**config.mk**
```make
export PLATFORM = sky130hd
export DESIGN_NAME = sumador_multipalabra_ctrl
export DESIGN_NICKNAME = d
export VERILOG_FILES = /design/src/rtl/sumador_multipalabra_ctrl.sv
export SDC_FILE = /design/constraint.sdc
export NUM_CORES = 1
export LEC_CHECK = 0
export CAP_MARGIN = 20
export CORE_MARGIN = 5
export CORE_UTILIZATION = 56
export DETAILED_ROUTE_END_ITERATION = 7
export PLACE_DENSITY = 0.86
export SLEW_MARGIN = 10
export SYNTH_ARGS = -nofsm -noshare
export SYNTH_HDL_FRONTEND = slang
export SYNTH_HIERARCHICAL = 1
export SYNTH_SLANG_ARGS = --single-unit
```
**constraint.sdc**
```tcl
create_clock -name i_clk -period 7.1 [get_ports i_clk]
set_clock_uncertainty 0.15 [all_clocks]
set_input_delay 1.065 -clock i_clk [delete_from_list [all_inputs] [get_ports i_clk]]
set_output_delay 1.065 -clock i_clk [all_outputs]
set_load 0.02 [all_outputs]
```
**src/rtl/sumador_multipalabra_ctrl.sv**
```systemverilog
// Multi-word adder controller: drives one 32-bit adder word by word, LSW first,
// chaining the carry through a register. Optional subtraction with `SUMA_RESTA_EN.

module sumador32bit (
    input  logic [31:0] i_a,
    input  logic [31:0] i_b,
    input  logic        i_cin,
    output logic [31:0] o_suma,
    output logic        o_cout
);
    assign {o_cout, o_suma} = {1'b0, i_a} + {1'b0, i_b} + {32'd0, i_cin};
endmodule

module sumador_multipalabra_ctrl #(
    parameter int PALABRAS = 2
) (
    input  logic                    i_clk,
    input  logic                    i_rst,
    input  logic                    i_start,
    input  logic [32*PALABRAS-1:0]  i_datoA,
    input  logic [32*PALABRAS-1:0]  i_datoB,
    input  logic                    i_carryIn,
`ifdef SUMA_RESTA_EN
    input  logic                    i_resta,
`endif
    output logic                    o_ocupado,
    output logic                    o_listo,
    output logic [32*PALABRAS-1:0]  o_resultado,
    output logic                    o_carryOut,
    output logic                    o_desborde
);
    localparam int IW = (PALABRAS > 1) ? $clog2(PALABRAS) : 1;
    localparam logic [IW-1:0] ULTIMO = IW'(PALABRAS - 1);

    typedef enum logic [1:0] {INACTIVO, SUMANDO, LISTO} estado_t;

    estado_t                     r_estado, w_sig_estado;
    logic [PALABRAS-1:0][31:0]   r_a, r_b, r_res;
    logic [IW-1:0]               r_idx;
    logic                        r_carry, r_carry_out, r_desborde;
    logic                        w_acepta, w_ultimo, w_cout;
    logic [31:0]                 w_a, w_b_ef, w_suma;

`ifdef SUMA_RESTA_EN
    logic r_resta;
    assign w_b_ef = r_b[r_idx] ^ {32{r_resta}};
`else
    assign w_b_ef = r_b[r_idx];
`endif

    assign w_a      = r_a[r_idx];
    assign w_acepta = (r_estado == INACTIVO) && i_start;
    assign w_ultimo = (r_idx == ULTIMO);

    sumador32bit u_sumador (
        .i_a    (w_a),
        .i_b    (w_b_ef),
        .i_cin  (r_carry),
        .o_suma (w_suma),
        .o_cout (w_cout)
    );

    always_ff @(posedge i_clk) begin
        if (i_rst) r_estado <= INACTIVO;
        else       r_estado <= w_sig_estado;
    end

    always_comb begin
        w_sig_estado = r_estado;
        case (r_estado)
            INACTIVO: if (i_start)  w_sig_estado = SUMANDO;
            SUMANDO:  if (w_ultimo) w_sig_estado = LISTO;
            LISTO:                  w_sig_estado = INACTIVO;
            default:                w_sig_estado = INACTIVO;
        endcase
    end

    always_comb begin
        o_ocupado = 1'b0;
        o_listo   = 1'b0;
        case (r_estado)
            SUMANDO: o_ocupado = 1'b1;
            LISTO: begin
                o_ocupado = 1'b1;
                o_listo   = 1'b1;
            end
            default: ;
        endcase
    end

    // Datapath: operand latch on accept, one word per SUMANDO cycle.
    always_ff @(posedge i_clk) begin
        if (i_rst) begin
            r_a         <= '0;
            r_b         <= '0;
            r_res       <= '0;
            r_idx       <= '0;
            r_carry     <= 1'b0;
            r_carry_out <= 1'b0;
            r_desborde  <= 1'b0;
`ifdef SUMA_RESTA_EN
            r_resta     <= 1'b0;
`endif
        end else if (w_acepta) begin
            r_a         <= i_datoA;
            r_b         <= i_datoB;
            r_res       <= '0;
            r_idx       <= '0;
            r_carry_out <= 1'b0;
            r_desborde  <= 1'b0;
`ifdef SUMA_RESTA_EN
            r_resta     <= i_resta;
            r_carry     <= i_carryIn | i_resta;
`else
            r_carry     <= i_carryIn;
`endif
        end else if (r_estado == SUMANDO) begin
            r_res[r_idx] <= w_suma;
            r_carry      <= w_cout;
            if (w_ultimo) begin
                r_idx       <= '0;
                r_carry_out <= w_cout;
                // Signed overflow judged on the effective (possibly inverted) B.
                r_desborde  <= (w_a[31] == w_b_ef[31]) && (w_suma[31] != w_a[31]);
            end else begin
                r_idx <= r_idx + 1'b1;
            end
        end
    end

    assign o_resultado = r_res;
    assign o_carryOut  = r_carry_out;
    assign o_desborde  = r_desborde;
endmodule
```
==> flow_summary.yaml <==
run_status:
  status: "finished, final reports clean"
drt:
  avgRoutedWirePerCell_um: 16.62
  drtIter0Drc: 686
  route.vias.total: 8711
  routed_wl_mm: 25.98
  via_per_inst: 5.573
  drcViolationCount: 0
  firstDrtPassIters: 5
  ant_nets: 0
clock_tree:
  cts_root_buffer: "clkbuf_16"
  cts_num_sinks: 198
  htreeDepth: 4
  cts_setup_buffers: 0
  cts-buffers-inserted: 17
  clock_latency_ps: 440
  tritoncts: "built"
  clock_path_buffers: 2
  hold_buffers: 0
  cts_resized: 0
  clk_pin_slew_ps: 70
worst_setup_path:
  crit_end: "o_resultado[30]"
  crit_family: "compound AO/OA/AOI/OAI gates"
  cp_num_buf_inv: 1
  path_class: "flip-flop to flip-flop"
  crit_fanout: 52
  cp.depth: 12
  start_kind: "flip-flop"
  path_cells: "buf_4 -> mux2_2 -> fa_1 -> a21o_1 -> a221oi_1 -> o21a_1 -> a21oi_1 -> a21oi_1 -> o221ai_1 -> xor2_1 -> nand2_1 -> a21oi_1"
  cp_slowest_stage_delay_ps: 610
  reg2reg_from: "r_idx"
  crit_top_cell: "a21oi_1"
  startpoint: "r_idx"
  r2r_cells: 12
  r2r_slack_ps: 2470
  crit_required_ps: 7300
  critPathCaptureType: "flip-flop"
  crit_slowest_cell: "buf_4"
  timing.rr.end: "o_resultado[30]"
  crit_arrival_ps: 4830
placement:
  gp_congestion: 0.8952
  dpl_worst_slack_ps: 2529
  place_hpwl_mm: 18.31
  io_buffers: 199
synthesis:
  ys_seq_area_frac: 0.4150
  yosysWarnings: 6
  synthTopCellsByCount: "nand2_1 (402), a21oi_1 (232), dfxtp_1 (198)"
  synth_top_area_frac: 0.4150
  synth-edff-count: 0
  async_flop_share: 0
  synthFlopType: "dfxtp_1"
  netlist_instances: 1189
  synthMostInstantiatedCell: "nand2_1"
  synth_area_leader_cell: "dfxtp_1"
  syn_area_per_cell_um2: 8.032
  synth_area_leaders: "dfxtp_1 (42%), nand2_1 (16%), a21oi_1 (12%)"
  synth.distinct_cells: 55
  syn_area_um2: 9550
  ys_ff_latch: 198
  synth_nets: 1359
die:
  dieArea_um2: 19770
  rows: 47
  io_pins: 200
  die_y_um: 140.6
  core_um2: 16640
  die_width_um: 140.6
  start_util: 0.5739
sta:
  period_needed_ps: 4630
  tns_ps: 0
  fmax_mhz: 216.0
  finalWorstSetupSlack_ps: 2470
  setup_viol: 0
  slew-limit-headroom: 0.3958
  period_share: 0.6521
  rsz0062_at_grt: "no"
  slew_violations: 0
  finalHoldViolations: 0
  tightestPinTransition_ps: 906.3
flow_run:
  maxCapViolations: 0
hold_path:
  hold_path_class: "flip-flop to flip-flop"
global_route:
  grt_util_met3: 0.04639
  grt_use_total: 0.2525
  grt_max_degree: 92
  antenna_found_initial: 0
  grt_pass1_wl_mm: 40.57
  grt_overflow: 0
  top_usage_layer: "met2"
  grt_pass1_vias: 8139
  use_met1: 0.3407
  use_met2: 0.4148
power_and_ir_drop:
  ir_drop_mv: 0.2103
  leakagePower_nw: 4.628
  pwr_density_cell_nw_per_um2: 310.9
cells_and_area:
  n_antenna_cell: 0
  area_growth_pct: 25.42
  nets: 1501
  drive_gt1_frac: 0.08340
-- tightest hold or removal path, delay by kind of cell (launching register included) --
| family | cells | cell delay [ps] |
|---|---|---|
| flops | 1 | 310 |
| simple gates | 1 | 50 |
| compound gates | 1 | 50 |
-- placed cells by master (no fill, tap or decap), types with 2 or more instances in the layout --
cell type and instances:
nand2_1 402, a21oi_1 232, clkdlybuf4s50_1 198, dfxtp_1 197
mux2_2 64, ha_1 36, clkbuf_16 17, a21o_1 17
nor2_1 15, xor2_1 15, xnor2_1 15, o21ai_0 10
nand3_1 8, inv_1 8, buf_4 8, o211ai_1 6
nand2b_1 5, nor3_1 5, nand4_1 5, o21bai_1 5
a211oi_1 4, bufinv_16 4, a31oi_1 4, nor2b_1 3
clkbuf_1 3, and3_1 3, o21ai_1 3, a311oi_1 3
o21a_1 3, o31ai_1 3, nand2_2 2, mux2i_1 2
nor3b_1 2, clkinvlp_4 2, clkinv_4 2, inv_6 2
o31a_1 2, inv_2 2, fa_1 2
-- area by class of cell --
type | count | area, um^2
well taps | 220 | 275.3
clock buffers | 21 | 450.4
clock inverters | 10 | 170.2
inverters | 10 | 37.54
fillers | 1271 | 4664
multi-input cells | 898 | 5037
repair buffers | 206 | 2042
flip-flops and latches | 198 | 3965
-- worst min path at each step --
stage | from | end | slack (ps) | cells after the start
final | r_a[25] | r_a[25] | 300 | 2
after CTS | r_b[13] | r_b[13] | 300 | 2
after detailed placement | r_b[13] | r_b[13] | 290 | 2
after floorplan | r_a[32] | r_a[32] | 280 | 2
after global routing | o_carryOut | o_carryOut | 320 | 2
after global placement | r_a[41] | r_a[41] | 290 | 2
-- kinds of logic (layout without fill, tap and decap cells) --
logic type / count (synthesis) / after routing / share of synthesized area
AND/OR/NAND/NOR: 463 / 463 / 0.1964
AO/OA/AOI/OAI: 301 / 301 / 0.1736
buffers and inverters: 93 / 247 / 0.05856
flip-flops: 198 / 198 / 0.4150
adder cells (fa/ha/maj): 38 / 38 / 0.05136
XOR/XNOR: 30 / 30 / 0.02751
multiplexers: 66 / 66 / 0.07756
-- flip-flops by register name, summed over array words and instances (netlist names) --
register and count:
r_idx 1, r_estado 2, o_resultado 64, o_desborde 1
o_carryOut 1, r_a 64, r_carry 1, r_b 64
-- per-layer routing --
metal  share of wire  up-vias  routed length [um]
met5               0        -                   0
met4           0.019        0                 500
met3           0.074       46                1922
met2            0.48      338               12370
met1            0.43     4039               11190
li1                -     4288                   -
-- power breakdown --
part           switching (mW)  internal (mW)
Sequential             0.0973           1.26
Clock                   0.427          0.601
Combinational           0.840          0.493
-- stage by stage --
step	area, um^2	utilization	power, mW	instances	hold slack, ps
after detailed placement	11360	0.6824	2.683	1532	293.9
after floorplan	9550	-	2.367	1189	282.9
after global placement	11360	0.6824	2.651	1532	289.2
after CTS	11980	0.7197	3.712	1563	303.1
final	11980	0.7197	3.724	1563	302.2
after global routing	11980	0.7197	3.908	1563	321.0
(Power assumes the default switching activity.)
==> variant 1, RTL diff (same settings) <==
`PALABRAS`: 2 -> 1.
--- a/src/rtl/sumador_multipalabra_ctrl.sv
+++ b/src/rtl/sumador_multipalabra_ctrl.sv
@@ -14,3 +14,3 @@
 module sumador_multipalabra_ctrl #(
-    parameter int PALABRAS = 2
+    parameter int PALABRAS = 1
 ) (
Interface: changed (resized i_datoA, i_datoB and o_resultado); port bits go from 200 to 104. The function was not compared with the original's and may differ.
==> variant 1 against the original RTL <==
- setup slack better by 1300 ps
- fmax up 38%
- area after synthesis down 39%
- sequential power down 53%
- synthesized cell count down 44%
- count of clock-buffer cells in the layout down 12
- cell area down 42%
- first-iteration DRC count down 61%
- via count down 43%
- routed wire length down 47%
- sequential cell count down 97
- total power down 60%
- largest power group unchanged
- highest routed layer unchanged
==> variant 1: results (changes against the original RTL) <==
| Metric | Value |
|---|---|
| NonClk Buf Share | 15.1% (-2.0 points) |
| Number of global-route vias before repair | 4928 (-39%) |
| Clock buf/inv share | 2.95% (-2.2 points) |
| CP Data Arrival Time | 3400 ps (-1430 ps) |
| Clk_buf instances | 9 (-57%) |
| Nonclk buf count | 105 (-49%) |
| CTS clk-pin slew, worst paths | 100 ps (+30 ps) |
| Syn nets | 776 (-43%) |
| Count of multi-input gates | 526 (-41%) |
| Routed wire per std cell | 15.5 um (-6.7%) |
| Crit Path Max Fanout | 4 (-92%) |
| Non-clock inverters | 9 (-1) |
| Compound-Gate Fraction of Synth Area | 21.6% (+4.2 points) |
| Non-filler cells, final | 893 (-43%) |
| Worst-Margin Slew | 1130 ps (+227 ps) |
| Fraction of area in multi-input gates | 50.2% (+8.1 points) |
| Post-layout instance area | 7000 um2 (-42%) |
| Reg2Reg Depth | 11 (-1) |
| Most instantiated cells after synthesis | nand2_1, dfxtp_1, a21oi_2 |
| Max stage delay on crit path | 520 ps (-90 ps) |
| Share of layout cells above drive strength 1 | 16.2% (+7.9 points) |
| Outcome | finished, final reports clean |
| Power in the clock group | 0.375 mW (-64%) |
| Seq cells | 101 (-49%) |
| Die Wd | 112 um (-20%) |
| Comb pwr share | 30.8% (-5.0 points) |
| Place WS | 3290 ps (+765 ps) |
| Total Routing Usage GR | 21.7% (-3.5 points) |
| Final HPWL DP | 10.5 mm (-43%) |
| Clk root buf | clkbuf_8 |
| DRT Pass-1 Iters | 4 (-1) |
| Max VDD drop | 0.136 mV (-35%) |
| Worst path slowest cell | fa_1 |
| Power per cell area | 211 nW/um2 (-32%) |
| Post-synthesis mux area share | 6.31% (-1.4 points) |
| Placed Cells | 876 (-43%) |
## variant 1: changes by cell type in the layout (fill, tap and decap cells not counted), moves of 42 or more
cell,delta
a21oi_2,+60
mux2_2,-64
clkdlybuf4s50_1,-96
nand2_1,-281
nor2_1,+42
a21oi_1,-193
dfxtp_1,-96
## variant 1: final timing paths
| check | from | end | slack (ps) |
|---|---|---|---|
| max | r_a[0] | r_carry | 3750 |
| min | r_a[19] | r_a[19] | 320 |
| max reg2reg | r_a[0] | r_carry | 3750 |
| min reg2reg | r_a[19] | r_a[19] | 320 |
## variant 1: worst register-to-register path, cell delays in order, from the launching register on
cell and delay (ps):
dfxtp_1 340, fa_1 520, fa_1 440, a21oi_1 220
o32ai_1 140, o211ai_2 320, a21o_1 240, o21ai_2 110
a21o_1 210, a211o_1 280, mux2i_1 140, a211oi_1 90
## variant 1: routing by layer
metal  wire [um]  GRT usage, %  up-vias
met5           0             0        -
met1        5920          26.9     2318
met3         731          3.77       25
met2        6850          37.7      141
li1            -             -     2471
met4         342          8.25        0
==> variant 2, RTL diff (same settings) <==
Without the edit above. Add an input register stage for `i_start`, `i_datoA` and `i_datoB`, cleared by the reset; this delays them by one clock. The other inputs are not delayed to match.
--- a/src/rtl/sumador_multipalabra_ctrl.sv
+++ b/src/rtl/sumador_multipalabra_ctrl.sv
@@ -36,2 +36,18 @@
 
+    logic i_start_q;
+    logic [32*PALABRAS-1:0] i_datoA_q;
+    logic [32*PALABRAS-1:0] i_datoB_q;
+
+    always_ff @(posedge i_clk) begin
+        if (i_rst) begin
+            i_start_q <= '0;
+            i_datoA_q <= '0;
+            i_datoB_q <= '0;
+        end else begin
+            i_start_q <= i_start;
+            i_datoA_q <= i_datoA;
+            i_datoB_q <= i_datoB;
+        end
+    end
+
     estado_t                     r_estado, w_sig_estado;
@@ -51,3 +67,3 @@
     assign w_a      = r_a[r_idx];
-    assign w_acepta = (r_estado == INACTIVO) && i_start;
+    assign w_acepta = (r_estado == INACTIVO) && i_start_q;
     assign w_ultimo = (r_idx == ULTIMO);
@@ -70,3 +86,3 @@
         case (r_estado)
-            INACTIVO: if (i_start)  w_sig_estado = SUMANDO;
+            INACTIVO: if (i_start_q)  w_sig_estado = SUMANDO;
             SUMANDO:  if (w_ultimo) w_sig_estado = LISTO;
@@ -104,4 +120,4 @@
         end else if (w_acepta) begin
-            r_a         <= i_datoA;
-            r_b         <= i_datoB;
+            r_a         <= i_datoA_q;
+            r_b         <= i_datoB_q;
             r_res       <= '0;
Formal check against the unedited RTL: not equivalent (Yosys sat finds a counterexample within 4 cycles, from zero or initial values and one cycle with i_rst high).
==> variant 2 against the original RTL <==
- sequential cell count rose by 129
- combinational power fell by 46%
- critical path depth rose by 1
- total power rose by 25%
- global-route usage fell by 1.6 points
- routed wire length rose by 24%
- worst hold slack got worse by 19 ps
- final cell count rose by 23%
- area after synthesis rose by 36%
- first-iteration DRC count rose by 44%
- cell area rose by 34%
- setup slack got worse by 190 ps
- critical endpoint is now o_desborde
- largest cell class is now flip-flops and latches
==> variant 2: results (changes against the original RTL) <==
| Metric | Value |
|---|---|
| Minimum clock period | 4820 ps (+189 ps) |
| Register area share after synthesis | 50.5% (+9.0 points) |
| H-tree levels | 2 (-2) |
| Vias post-DR | 10400 (+19%) |
| Crit path required time | 7380 ps (+80 ps) |
| Clk buf depth | 3 (+1) |
| Share of layout cells above drive strength 1 | 8.70% (+0.36 points) |
| Hold Crit Endpoint | r_a[20] |
| Place WS | 2370 ps (-164 ps) |
| M1 WL | 14.4 mm (+29%) |
| Count of different cell masters after synthesis | 54 (-1.8%) |
| Met3 wire length | 2.54 mm (+32%) |
| Leak Pwr | 6.16 nW (+33%) |
| First-pass GRT wire length | 51.1 mm (+26%) |
| Clock latency on the worst-skew pair | 520 ps (+80 ps) |
| Routability cong. | 0.887 (-0.90%) |
| Most instantiated cells after synthesis | nand2_1, dfxtp_1, a21oi_1 |
| CTS clk-pin slew, worst paths | 60 ps |
| Crit Path Max Fanout | 35 (-33%) |
| Clk root buf | clkbuf_16 |
| Total Routing Usage GR | 23.6% (-1.6 points) |
| Initial antenna violation count | 0 (unchanged) |
| Outcome | finished, final reports clean |
| Syn nets | 1631 (+20%) |
| Relative slew slack | 27.5% (-12 points) |
| Area contributors post-synth | dfxtp_1, nand2_1, a21oi_1 |
| Hold_ws | 283 ps (-19.1 ps) |
| TritonCTS buffer count | 34 (+17) |
| Worst path slowest cell | dfxtp_2 |
| Switching share of power | 26.8% (-9.8 points) |
| Pin count of the biggest net entering global routing | 125 (+36%) |
| CP endpoint | o_desborde |
| Reg2reg setup slack | 2280 ps (-190 ps) |
| HP Start | i_datoA_q[20] |
| Synth Flop Type | dfxtp_1 |
| Reg2Reg Depth | 13 (+1) |
| Max stage delay on crit path | 910 ps (+300 ps) |
| Routed wire per std cell | 16.8 um (+1.2%) |
| DR iter-0 viols | 987 (+44%) |
| Net count, final | 1778 (+18%) |
| Max VDD drop | 0.154 mV (-27%) |
-- variant 2: changes by cell type after synthesis, sizes merged --
cell / unedited run / this run
clkbuf: 22 / 28
dfxtp: 198 / 327
buf: 61 / 69
nor2b: 4 / 133
-- variant 2: routing by layer --
metal | up-vias | global-route usage (%)
li1 | 5116 | -
met1 | 4825 | 32.7
met2 | 398 | 37.8
met3 | 53 | 5.05
met4 | 0 | 6.23
met5 | - | 0
-- variant 2: kinds of logic after synthesis --
kind of cell | Yosys count | synth area share [%]
AND/OR/NAND/NOR | 592 | 20.7
flip-flops | 327 | 50.5
AO/OA/AOI/OAI | 301 | 12.8
buffers and inverters | 107 | 4.56
multiplexers | 66 | 5.71
adder cells (fa/ha/maj) | 38 | 3.78
XOR/XNOR | 30 | 2.03
-- variant 2: power by group through the flow --
stage	registers [mW]	logic (mW)	clock network, mW
after global routing	2.02	0.779	2.02
after floorplan	2.02	0.536	0
after global placement	2.04	0.683	0
after CTS	2.01	0.707	1.93
after detailed placement	2.05	0.697	0
final	2.01	0.718	1.91
-- variant 2: cell type report --
type | instances | area [um2]
Clock buffer | 43 | 946
Clock inverter | 17 | 283
Fill cell | 1641 | 6610
Inverter | 10 | 37.5
Multi-Input combinational cell | 1027 | 5840
Sequential cell | 327 | 6550
Tap cell | 285 | 357
Timing Repair Buffer | 208 | 2090
-- variant 2: tightest hold or removal path, delay by kind of cell, from the launching register on --
family	cells	cell delay (ps)
and+or+nand+nor	1	50
AOI/OAI and AO/OA	1	50
DFF	1	300
-- variant 2: metrics by stage --
stage | total power [mW] | cells | cell area (um2)
global placement | 2.73 | 1855 | 14800
finish | 4.64 | 1917 | 16100
detailed placement | 2.75 | 1856 | 14800
CTS | 4.64 | 1916 | 16100
floorplan | 2.55 | 1461 | 13000
global route | 4.81 | 1917 | 16100
